==> config.mk <==
export PLATFORM = sky130hd
export DESIGN_NAME = park_token_decoder
export DESIGN_NICKNAME = d
export VERILOG_FILES = /design/src/rtl/park_pkg.sv /design/src/rtl/park_pattern_lfsr.sv /design/src/rtl/park_token_decoder.sv
export SDC_FILE = /design/constraint.sdc
export NUM_CORES = 1
export LEC_CHECK = 0
export CAP_MARGIN = 20
export CORE_AREA = 10 10 47 49
export CTS_CLUSTER_SIZE = 24
export DETAILED_ROUTE_END_ITERATION = 16
export DIE_AREA = 0 0 57 59
export DONT_BUFFER_PORTS = 1
export PLACE_DENSITY = 0.71
export SKIP_CTS_REPAIR_TIMING = 1
export SLEW_MARGIN = 20
export SYNTH_ARGS = -nofsm -noshare
export SYNTH_HDL_FRONTEND = slang
export SYNTH_HIERARCHICAL = 1
export SYNTH_SLANG_ARGS = --single-unit
==> constraint.sdc <==
create_clock -name clk -period 1.75 [get_ports clk]
set_clock_uncertainty 0.1 [all_clocks]
set_input_delay 0.2625 -clock clk [delete_from_list [all_inputs] [get_ports clk]]
set_output_delay 0.2625 -clock clk [all_outputs]
set_load 0.005 [all_outputs]
==> src/rtl/park_pkg.sv <==
`default_nettype none
// +--------------------------------------------------------------------------+
// | park_pkg : shared state type, default parameters and counter-width helper |
// | Revision : 1.0                                                           |
// +--------------------------------------------------------------------------+
package park_pkg;

  typedef enum logic [0:0] {
    READY  = 1'b0,
    LOCKED = 1'b1
  } park_state_e;

  localparam int         DEF_WIDTH       = 3;
  localparam int         DEF_NUM_PARKS   = 6;
  localparam logic [2:0] DEF_TAPS        = 3'b110;
  localparam int         DEF_MAX_FAIL    = 3;
  localparam int         DEF_LOCK_CYCLES = 4;

  // Bits needed to hold values 0..max_val inclusive.
  function automatic int cnt_width(input int max_val);
    return (max_val < 1) ? 1 : $clog2(max_val + 1);
  endfunction

endpackage
`default_nettype wire

==> src/rtl/park_pattern_lfsr.sv <==
`default_nettype none
// +--------------------------------------------------------------------------+
// | park_pattern_lfsr : key pattern register with load and optional LFSR step |
// | Stepping is built only when DECRYPT_ROLLING_EN is defined. Revision 1.0   |
// +--------------------------------------------------------------------------+
module park_pattern_lfsr
  import park_pkg::*;
#(
  parameter int               WIDTH = DEF_WIDTH,
  parameter logic [WIDTH-1:0] TAPS  = WIDTH'(DEF_TAPS)
) (
  input  logic             clk,
  input  logic             rst_n,
  input  logic             load,
  input  logic [WIDTH-1:0] load_val,
  input  logic             step,
  output logic [WIDTH-1:0] pattern
);

  logic [WIDTH-1:0] pattern_q;
  logic [WIDTH-1:0] pattern_d;

`ifdef DECRYPT_ROLLING_EN
  logic [WIDTH-1:0] next_pattern;
  assign next_pattern = {pattern_q[WIDTH-2:0], ^(pattern_q & TAPS)};
`else
  logic unused_step;
  assign unused_step = step ^ (^TAPS);
`endif

  // A load always beats a step, so a simultaneous accept never rolls.
  always_comb begin
    pattern_d = pattern_q;
    if (load) begin
      pattern_d = load_val;
    end
`ifdef DECRYPT_ROLLING_EN
    else if (step) begin
      pattern_d = next_pattern;
    end
`endif
  end

  always_ff @(posedge clk or negedge rst_n) begin
    if (!rst_n) begin
      pattern_q <= '0;
    end else begin
      pattern_q <= pattern_d;
    end
  end

  assign pattern = pattern_q;

endmodule
`default_nettype wire

==> src/rtl/park_token_decoder.sv <==
`default_nettype none
// +--------------------------------------------------------------------------+
// | park_token_decoder : XOR token decode, range check, lockout after repeated|
// | invalid tokens. Rolling key via DECRYPT_ROLLING_EN. Revision 1.0          |
// +--------------------------------------------------------------------------+
module park_token_decoder
  import park_pkg::*;
#(
  parameter int               WIDTH       = DEF_WIDTH,
  parameter int               NUM_PARKS   = DEF_NUM_PARKS,
  parameter logic [WIDTH-1:0] TAPS        = WIDTH'(DEF_TAPS),
  parameter int               MAX_FAIL    = DEF_MAX_FAIL,
  parameter int               LOCK_CYCLES = DEF_LOCK_CYCLES
) (
  input  logic             clk,
  input  logic             rst_n,
  input  logic             key_load,
  input  logic [WIDTH-1:0] key_in,
  input  logic             in_valid,
  output logic             in_ready,
  input  logic [WIDTH-1:0] in_token,
  output logic             out_valid,
  input  logic             out_ready,
  output logic [WIDTH-1:0] out_park,
  output logic             out_ok,
  output logic             locked
);

  localparam int             FW         = cnt_width(MAX_FAIL);
  localparam int             LW         = cnt_width(LOCK_CYCLES);
  localparam logic [WIDTH:0] PARK_LIMIT = (WIDTH+1)'(NUM_PARKS);
  localparam logic [FW-1:0]  FAIL_LIMIT = FW'(MAX_FAIL);
  localparam logic [LW-1:0]  LOCK_LOAD  = LW'(LOCK_CYCLES);

  park_state_e      state_q,     state_d;
  logic [FW-1:0]    fail_cnt_q,  fail_cnt_d;
  logic [LW-1:0]    lock_cnt_q,  lock_cnt_d;
  logic             out_valid_q, out_valid_d;
  logic             out_ok_q,    out_ok_d;
  logic [WIDTH-1:0] out_park_q,  out_park_d;

  logic [WIDTH-1:0] pattern;
  logic [WIDTH-1:0] decoded;
  logic             decoded_ok;
  logic             accept;

  assign in_ready   = (state_q == READY) && (!out_valid_q || out_ready);
  assign accept     = in_valid && in_ready;
  assign decoded    = in_token ^ pattern;
  // Widened compare keeps NUM_PARKS == 2**WIDTH always in range.
  assign decoded_ok = {1'b0, decoded} < PARK_LIMIT;

  park_pattern_lfsr #(
    .WIDTH (WIDTH),
    .TAPS  (TAPS)
  ) u_pattern (
    .clk      (clk),
    .rst_n    (rst_n),
    .load     (key_load),
    .load_val (key_in),
    .step     (accept && !key_load),
    .pattern  (pattern)
  );

  always_comb begin
    state_d     = state_q;
    fail_cnt_d  = fail_cnt_q;
    lock_cnt_d  = lock_cnt_q;
    out_valid_d = out_valid_q;
    out_ok_d    = out_ok_q;
    out_park_d  = out_park_q;

    if (accept) begin
      out_park_d  = decoded;
      out_ok_d    = decoded_ok;
      out_valid_d = 1'b1;
    end else if (out_ready) begin
      out_valid_d = 1'b0;
    end

    case (state_q)
      READY: begin
        if (accept) begin
          if (decoded_ok) begin
            fail_cnt_d = '0;
          end else if (fail_cnt_q == FAIL_LIMIT - 1'b1) begin
            state_d    = LOCKED;
            lock_cnt_d = LOCK_LOAD;
            fail_cnt_d = '0;
          end else begin
            fail_cnt_d = fail_cnt_q + 1'b1;
          end
        end
      end
      LOCKED: begin
        lock_cnt_d = lock_cnt_q - 1'b1;
        if (lock_cnt_q == LW'(1)) begin
          state_d = READY;
        end
      end
      default: state_d = READY;
    endcase

    // Administrative override releases any lockout and forgets past failures.
    if (key_load) begin
      state_d    = READY;
      fail_cnt_d = '0;
      lock_cnt_d = '0;
    end
  end

  always_ff @(posedge clk or negedge rst_n) begin
    if (!rst_n) begin
      state_q     <= READY;
      fail_cnt_q  <= '0;
      lock_cnt_q  <= '0;
      out_valid_q <= 1'b0;
      out_ok_q    <= 1'b0;
      out_park_q  <= '0;
    end else begin
      state_q     <= state_d;
      fail_cnt_q  <= fail_cnt_d;
      lock_cnt_q  <= lock_cnt_d;
      out_valid_q <= out_valid_d;
      out_ok_q    <= out_ok_d;
      out_park_q  <= out_park_d;
    end
  end

  assign out_valid = out_valid_q;
  assign out_ok    = out_ok_q;
  assign out_park  = out_park_q;
  assign locked    = (state_q == LOCKED);

endmodule
`default_nettype wire

==> results <==
==> layout make-up <==
class / count / share of cell area
flip-flops and latches: 14 / 0.482
multi-input cells: 38 / 0.382
clock buffers: 4 / 0.0499
repair buffers: 3 / 0.0379
well taps: 16 / 0.0275
inverters: 4 / 0.0207
==> report_power, final <==
| group | leakage [nW] | switching [mW] | total [mW] | internal [mW] |
|---|---|---|---|---|
| logic | 0.113 | 0.0323 | 0.0667 | 0.0344 |
| registers | 0.176 | 0.0249 | 0.381 | 0.356 |
| clock network | 0.0210 | 0.0990 | 0.226 | 0.127 |
| total | 0.310 | 0.156 | 0.673 | 0.517 |
==> per-layer routing <==
layer	global-route usage	share of wire
met5	0	0
met4	0.0705	0.027
met3	0.0365	0.094
met2	0.124	0.49
met1	0.0659	0.39
==> worst paths after layout <==
path | start | endpoint | cells past startpoint
max | u_pattern/pattern[2]$_DFFE_PN0P_ | lock_cnt_q[2]$_DFFE_PN0P_ | 4
min | key_in[1] | u_pattern/pattern[1]$_DFFE_PN0P_ | 1
max reg2reg | u_pattern/pattern[2]$_DFFE_PN0P_ | lock_cnt_q[2]$_DFFE_PN0P_ | 4
min reg2reg | lock_cnt_q[0]$_DFFE_PN0P_ | lock_cnt_q[0]$_DFFE_PN0P_ | 1
max in group asynchronous | rst_n | u_pattern/pattern[2]$_DFFE_PN0P_ | 1
min in group asynchronous | rst_n | fail_cnt_q[1]$_DFFE_PN0P_ | 1
==> metrics by stage <==
| step | setup WS (ps) | instance area (um2) | hold WS (ps) |
|---|---|---|---|
| after floorplan | 215 | 643 | -133 |
| after global placement | 144 | 671 | -133 |
| after detailed placement | 101 | 671 | -133 |
| after CTS | 87.1 | 707 | -439 |
| after global routing | 11.3 | 727 | 10.4 |
| final | 96.2 | 727 | 32.9 |
==> sequential cells by signal (all words and copies together) (netlist names) <==
name	count
out_ok	1
lock_cnt_q	3
fail_cnt_q	2
out_valid	1
out_park	3
u_pattern/pattern	3
locked	1
==> critical path, cell delays in order (launching register included) <==
cell,delay (ps)
dfrtp_1,390
xor2_1,220
nand4_1,210
or3b_4,430
a221oi_2,230
==> impl_metrics.yaml <==
synthesis:
  avgSynthCellArea_um2: 11.5
  netlist_area_um2: 643
  yosysWarnings: 6
  synthesis.nets: 69
  syn-instance-count: 56
drt:
  viasPerCell: 5.24
  routed_wl_mm: 1.19
  drc_errors: 0
  drt_iter0_drc: 3
  wire_per_inst_um: 15.0
  first_pass_iters: 4
  final_antenna_net_count: 0
  dr_total_vias: 414
sta:
  min_period_ps: 1650
  fmax_ghz: 0.605
  setup_violations: 0
  rsz0062_at_grt: "false"
  slew_violations: 0
  slew-limit-headroom: 0.590
  finalHoldViolCount: 0
  post-route-period-util: 0.945
  fin_setup_tns_ps: 0
  worstMarginPinSlew_ps: 613
final_layout:
  post-route-util: 0.519
  ff_latch_area_um2: 350
  n_antenna_cell: 0
  area_growth_pct: 13.0
  layout_commonest_cell: "dfrtp_1"
  multi_input_area_um2: 278
  stdcell_count: 79
  nNetsFinal: 77
  drive_gt1_frac: 0.206
  fill_cells: 141
  layout_common_cells: "dfrtp_1 (14), nand2_1 (7), mux2_2 (5)"
floorplanning:
  die_h_um: 59
  core_area_um2: 1400
  die_area_um2: 3360
  fp.dieW_um: 57
  row_count: 14
  ios: 18
  initial_core_util: 0.459
cts:
  clock-sinks: 14
  cts_root_buf: "clkbuf_4"
  clk_pin_slew_ps: 80
  clockBufferDepth: 2
  cts_made_buffers: 3
  cts_tree: "done"
  cts_max_level: 1
  clk_latency_ps: 270
run:
  cap_viol_max_count: 0
critical_path:
  rrSetupSlack_ps: 100
  worstSetupPathType: "reg -> reg"
  start_kind: "flop"
  required_ps: 1840
  arrival_ps: 1740
  critPathMaxFanout: 5
  crit_path_end_kind: "flop"
global_routing:
  grt_usage: 0.0751
  grt_max_degree: 15
  grt_overflow: 0
  grt_antenna_before_repair: 0
  first_global_vias: 454
  grt_pass1_wl_mm: 1.96
placement:
  gp_congestion: 0.750
  io_buffers: 0
  dpl.cell_count: 73
  hpwl_um: 961
pwr:
  powerDensity_nw_per_um2: 926
  max-vdd-ir-drop_mv: 0.456
  power.total_uw: 673
  p_leak_nw: 0.310
min_path:
  hp-class: "in -> reg"
status:
  status: "complete, no violations"
Power figures use the tool's default switching activity.
